--- src/rtl/fetch_pkg.sv ---
// fetch_pkg: shared types and constants for the fetch sequencer
package fetch_pkg;
  typedef enum logic [1:0] {IDLE, ISSUE, WAIT} fetch_state_t;
  typedef struct packed {
    logic [31:0] pc;
    logic [31:0] instr;
  } fetch_entry_t;
  localparam int unsigned FETCH_QDEPTH = 2;
endpackage

--- src/rtl/fetch_queue.sv ---
// fetch_queue: 2-entry shift FIFO of fetched instructions, flush beats push/pop
module fetch_queue
  import fetch_pkg::*;
(
  input  logic         clk,
  input  logic         reset,
  input  logic         push,
  input  fetch_entry_t push_data,
  input  logic         pop,
  input  logic         flush,
  output logic [1:0]   count,
  output fetch_entry_t head
);
  fetch_entry_t [FETCH_QDEPTH-1:0] ent_q, ent_d;
  logic [1:0] count_q, count_d, wr_idx;
  logic push_ok;
  always_comb begin
    wr_idx = count_q - {1'b0, pop};
    push_ok = push && wr_idx < 2'(FETCH_QDEPTH);
    ent_d = ent_q;
    if (pop) ent_d[0] = ent_q[1];
    if (push_ok) ent_d[wr_idx[0]] = push_data;
    count_d = flush ? 2'd0 : count_q + {1'b0, push_ok} - {1'b0, pop};
  end
  always_ff @(posedge clk or negedge reset) begin
    if (!reset) begin
      ent_q <= '0;
      count_q <= '0;
    end else begin
      ent_q <= ent_d;
      count_q <= count_d;
    end
  end
  assign count = count_q;
  assign head = ent_q[0];
endmodule

--- src/rtl/fetch_ctrl.sv ---
// fetch_ctrl: fetch PC owner issuing single-outstanding imem requests into a 2-entry queue
module fetch_ctrl
  import fetch_pkg::*;
#(
  parameter logic [31:0] RESET_PC = 32'h0000_0000
) (
  input  logic        clk,
  input  logic        reset,
  output logic [31:0] fetch_pc,
  input  logic        pred_taken,
  input  logic [31:0] pred_target,
  input  logic        redirect,
  input  logic [31:0] redirect_pc,
  output logic        imem_req,
  output logic [31:0] imem_addr,
  input  logic        imem_gnt,
  input  logic        imem_rvalid,
  input  logic [31:0] imem_rdata,
  output logic        out_valid,
  output logic [31:0] out_pc,
  output logic [31:0] out_pc_plus_4,
  output logic [31:0] out_instr,
  input  logic        id_ready
);
  fetch_state_t state_q, state_d;
  logic [31:0] fetch_pc_q, fetch_pc_d, req_pc_q, req_pc_d;
  logic kill_q, kill_d;
  logic [1:0] count, cnt_after;
  fetch_entry_t head;
  logic outstanding, grant, rsp, push, pop;
  assign outstanding = state_q == WAIT;
  assign out_valid = count != 2'd0;
  assign pop = out_valid & id_ready & ~redirect;
  assign cnt_after = redirect ? 2'd0 : count - {1'b0, pop};
  assign imem_req = state_q == ISSUE && !kill_q &&
                    ({1'b0, cnt_after} + {2'b0, outstanding}) < 3'(FETCH_QDEPTH);
  assign imem_addr = fetch_pc_q;
  assign fetch_pc = fetch_pc_q;
  assign grant = imem_req & imem_gnt;
  assign rsp = outstanding & imem_rvalid;
  assign push = rsp & ~kill_q & ~redirect;
  always_comb begin
    state_d = state_q == IDLE ? ISSUE : grant ? WAIT : rsp ? ISSUE : state_q;
    req_pc_d = grant ? fetch_pc_q : req_pc_q;
    fetch_pc_d = redirect ? redirect_pc :
                 !grant ? fetch_pc_q :
                 pred_taken ? pred_target : fetch_pc_q + 32'd4;
    kill_d = rsp ? 1'b0 : (redirect && (grant || outstanding)) ? 1'b1 : kill_q;
  end
  always_ff @(posedge clk or negedge reset) begin
    if (!reset) begin
      state_q <= IDLE;
      fetch_pc_q <= RESET_PC;
      req_pc_q <= '0;
      kill_q <= 1'b0;
    end else begin
      state_q <= state_d;
      fetch_pc_q <= fetch_pc_d;
      req_pc_q <= req_pc_d;
      kill_q <= kill_d;
    end
  end
  fetch_queue u_queue (
    .clk       (clk),
    .reset     (reset),
    .push      (push),
    .push_data ('{pc: req_pc_q, instr: imem_rdata}),
    .pop       (pop),
    .flush     (redirect),
    .count     (count),
    .head      (head)
  );
  assign out_pc = out_valid ? head.pc : '0;
  assign out_instr = out_valid ? head.instr : '0;
  assign out_pc_plus_4 = out_valid ? head.pc + 32'd4 : '0;
endmodule

--- config.mk ---
export PLATFORM = sky130hd
export DESIGN_NAME = fetch_ctrl
export DESIGN_NICKNAME = d
export VERILOG_FILES = /design/src/rtl/fetch_pkg.sv /design/src/rtl/fetch_queue.sv /design/src/rtl/fetch_ctrl.sv
export SDC_FILE = /design/constraint.sdc
export NUM_CORES = 1
export LEC_CHECK = 0
export CAP_MARGIN = 20
export CORE_ASPECT_RATIO = 1.5
export CORE_MARGIN = 2
export CORE_UTILIZATION = 35
export CTS_BUF_LIST = sky130_fd_sc_hd__clkbuf_8
export CTS_CLUSTER_DIAMETER = 60
export DETAILED_ROUTE_END_ITERATION = 8
export GPL_TIMING_DRIVEN = 1
export PLACE_DENSITY = 0.66
export SKIP_CTS_REPAIR_TIMING = 1
export SLEW_MARGIN = 20
export SYNTH_ARGS = -nofsm -noshare
export SYNTH_HDL_FRONTEND = slang
export SYNTH_SLANG_ARGS = --single-unit
--- constraint.sdc ---
create_clock -name clk -period 3.9 [get_ports clk]
set_clock_uncertainty 0.05 [all_clocks]
set_input_delay 0.585 -clock clk [delete_from_list [all_inputs] [get_ports clk]]
set_output_delay 0.585 -clock clk [all_outputs]
set_load 0.02 [all_outputs]
==> flow_summary.ini <==
[die]
num_rows = 77
io_pins = 265
die_w_um = 144.5
core_area_um2 = 29290
die_y_um = 214.7
start_util_pct = 35.37
dieArea_um2 = 31020

[timing]
finalHoldViolCount = 0
setup_viol = 0
worst_slew_pin_slew_ns = 0.9643
finalCritPeriodShare_pct = 90.34
setup_slack_ns = 0.3768
fmax_mhz = 283.8
min_period_ns = 3.523
whs_ns = 0.04685
relSlewSlack_pct = 35.64
rsz0062_at_grt = false
final_max_slew_viol_count = 0
fin_setup_tns_ns = 0

[cells_and_area]
final_common_cell = clkdlybuf4s50_1
nets = 1386
fillers = 2819
n_antenna_cell = 0
instances_no_fill = 1688
drive_gt1_share_pct = 10.52
final_cell_mix = clkdlybuf4s50_1 (262), dfrtp_1 (197), nand2_1 (193)
syn_to_final_growth_pct = 31.74

[power_and_ir_drop]
p_leak_nw = 6.004
power_mw = 5.849
pwr_density_cell_nw_per_um2 = 428.6
ir_drop_uv = 213.8

[worst_setup_path]
slowest_delay_ns = 0.57
crit_required_ns = 3.26
critPathSlowestCell = clkdlybuf4s50_1
rr_worst_depth = 5
critPathKind = reg -> out
rrSetupSlack_ns = 1.11
end_kind = primary output
cp_data_arrival_time_ns = 2.89
rr_startpoint = kill_q
path_cells = nand4_1 > nor2_1 > buf_4 > nand3_1 > nor4_1 > mux2_2 > clkdlybuf4s50_1
start_kind = flop
path_max_fanout = 8
r2r-end = fetch_pc[24]

[synthesis]
synth_top_family_by_area = simple AND/OR/NAND/NOR gates
synthAdderAreaFrac_pct = 0.3624
ys_seq_area_share_pct = 47.59
synthXorXnorAreaFrac_pct = 3.467
synth_edf_count = 0
synth_ff_type = dfrtp_1
synth_nets = 1183
synth-simple-area-share_pct = 18.63
synthCells = 1077
ys_warn_count = 0
synth_compound_area_share_pct = 10.91
synth-seq-cells = 197
avgSynthCellArea_um2 = 9.618
synth_mux_area_share_pct = 13.46
synth_cell_types = 55
synth_area_um2 = 10360
async_flop_share_pct = 100.0

[worst_hold_path]
hp-class = in -> async

[place]
dp.cells = 1656
portBuffers = 264
post-place-ws_ns = 0.6637
gp_congestion = 0.8578
dpl.hpwl_um = 20290

[detailed_routing]
drc = 0
wl_per_cell_um = 16.80
drt-total-wl_um = 28360
drtIter0Drc = 413
firstDrtPassIters = 5
vias_per_cell = 5.027
detail-route-antenna-nets = 0
vias = 8486

[global_routing]
gr-total-overflow = 0
grt_pass1_vias = 8280
track_usage_pct = 18.52
grt_max_degree = 129
antenna_found_initial = 0
grt_pass1_wl_um = 45190

[run_status]
status = finished, final reports clean

[clock_tree]
cts_buffer_depth = 2
path_clk_slew_ns = 0.11
htree_levels = 4
cts_sinks = 197
cts-root-buf = clkbuf_8
tritoncts = done
clk_latency_ns = 0.50
cts_buffers = 17

[job]
drv_cap = 0
## Yosys cell counts, types with 2 or more instances
cell type	instances	share of area, %
a211oi_1	2	0.14
a21o_1	3	0.22
a21oi_1	17	0.82
a221o_1	11	1.1
a2bb2oi_1	9	0.76
a31oi_1	5	0.30
a32o_1	2	0.19
a32oi_1	4	0.34
and2_1	3	0.18
and3_1	9	0.54
buf_2	10	0.48
buf_4	34	2.5
clkbuf_1	58	2.1
dfrtp_1	197	48
ha_1	3	0.36
inv_1	11	0.40
mux2_2	66	7.2
mux2i_1	65	6.3
nand2_1	194	7.0
nand2b_1	2	0.12
nand3_1	31	1.5
nand3b_1	2	0.14
nand4_1	21	1.3
nor2_1	53	1.9
nor2b_1	68	4.1
nor3_1	11	0.53
nor4_1	5	0.30
o211ai_1	18	1.3
o21a_1	2	0.14
o21ai_0	92	4.4
o31ai_1	3	0.22
or2_2	2	0.12
or3_1	2	0.12
or3b_1	2	0.17
xnor2_1	18	1.5
xor2_1	23	1.9
## registers in the layout, summed over array words and instances, names as in the netlist
register       count
u_queue.ent_q     64
u_queue.head      64
fetch_pc          32
req_pc_q          32
state_q            2
u_queue.count      2
kill_q             1
## stage by stage
step / utilization (%) / area (um^2)
global route: 46.60 / 13650
floorplan: - / 10360
finish: 46.60 / 13650
global placement: 45.16 / 13230
detailed placement: 45.16 / 13230
CTS: 46.60 / 13650
## per-layer routing
metal	track usage (%)	part of all wire, %
met5	0	0
met4	7.540	3.2
met3	3.454	5.0
met2	30.76	49
met1	23.61	43
## power breakdown
part / leakage (nW) / total (mW) / switching [mW] / internal (mW)
Combinational: 3.19 / 1.43 / 0.695 / 0.735
Sequential: 2.61 / 3.07 / 0.562 / 2.51
Clock: 0.205 / 1.35 / 0.858 / 0.494
Total: 6.00 / 5.85 / 2.11 / 3.73
## area by class of cell
cell class                      count  area [um^2]  area share [%]
Tap cell                          395        494.2           3.622
Clock buffer                       17        234.0           1.714
Multi-Input combinational cell    765         4891           35.84
Sequential cell                   197         4930           36.12
Inverter                           11        41.29          0.3026
Clock inverter                     15        185.2           1.357
Timing Repair Buffer              288         2872           21.04
## critical path: cells and delay by family (launching register included)
| family | cells | cell delay [ns] |
|---|---|---|
| and+or+nand+nor | 4 | 0.75 |
| muxes | 1 | 0.37 |
| buffers and inverters | 2 | 0.73 |
| DFF | 1 | 0.52 |
## worst max path at each step
stage | cells after the start | slack, ns | startpoint | to
CTS | 7 | 0.29 | u_queue.head[45] | out_pc_plus_4[31]
global placement | 6 | 0.69 | id_ready | imem_req
floorplan | 7 | 1.24 | redirect | u_queue.ent_q[64]
global route | 7 | 0.17 | u_queue.head[42] | out_pc_plus_4[27]
finish | 7 | 0.38 | u_queue.head[45] | out_pc_plus_4[31]
detailed placement | 6 | 0.66 | id_ready | imem_req
## cells by family (layout without fill, tap and decap cells)
group,count (synthesis),count (layout)
AO/OA/AOI/OAI,179,179
XOR/XNOR,41,41
adder cells (fa/ha/maj),3,3
buffers and inverters,115,331
flip-flops,197,197
multiplexers,131,131
AND/OR/NAND/NOR,411,411
Note: power is estimated with default switching activity, not from simulation.
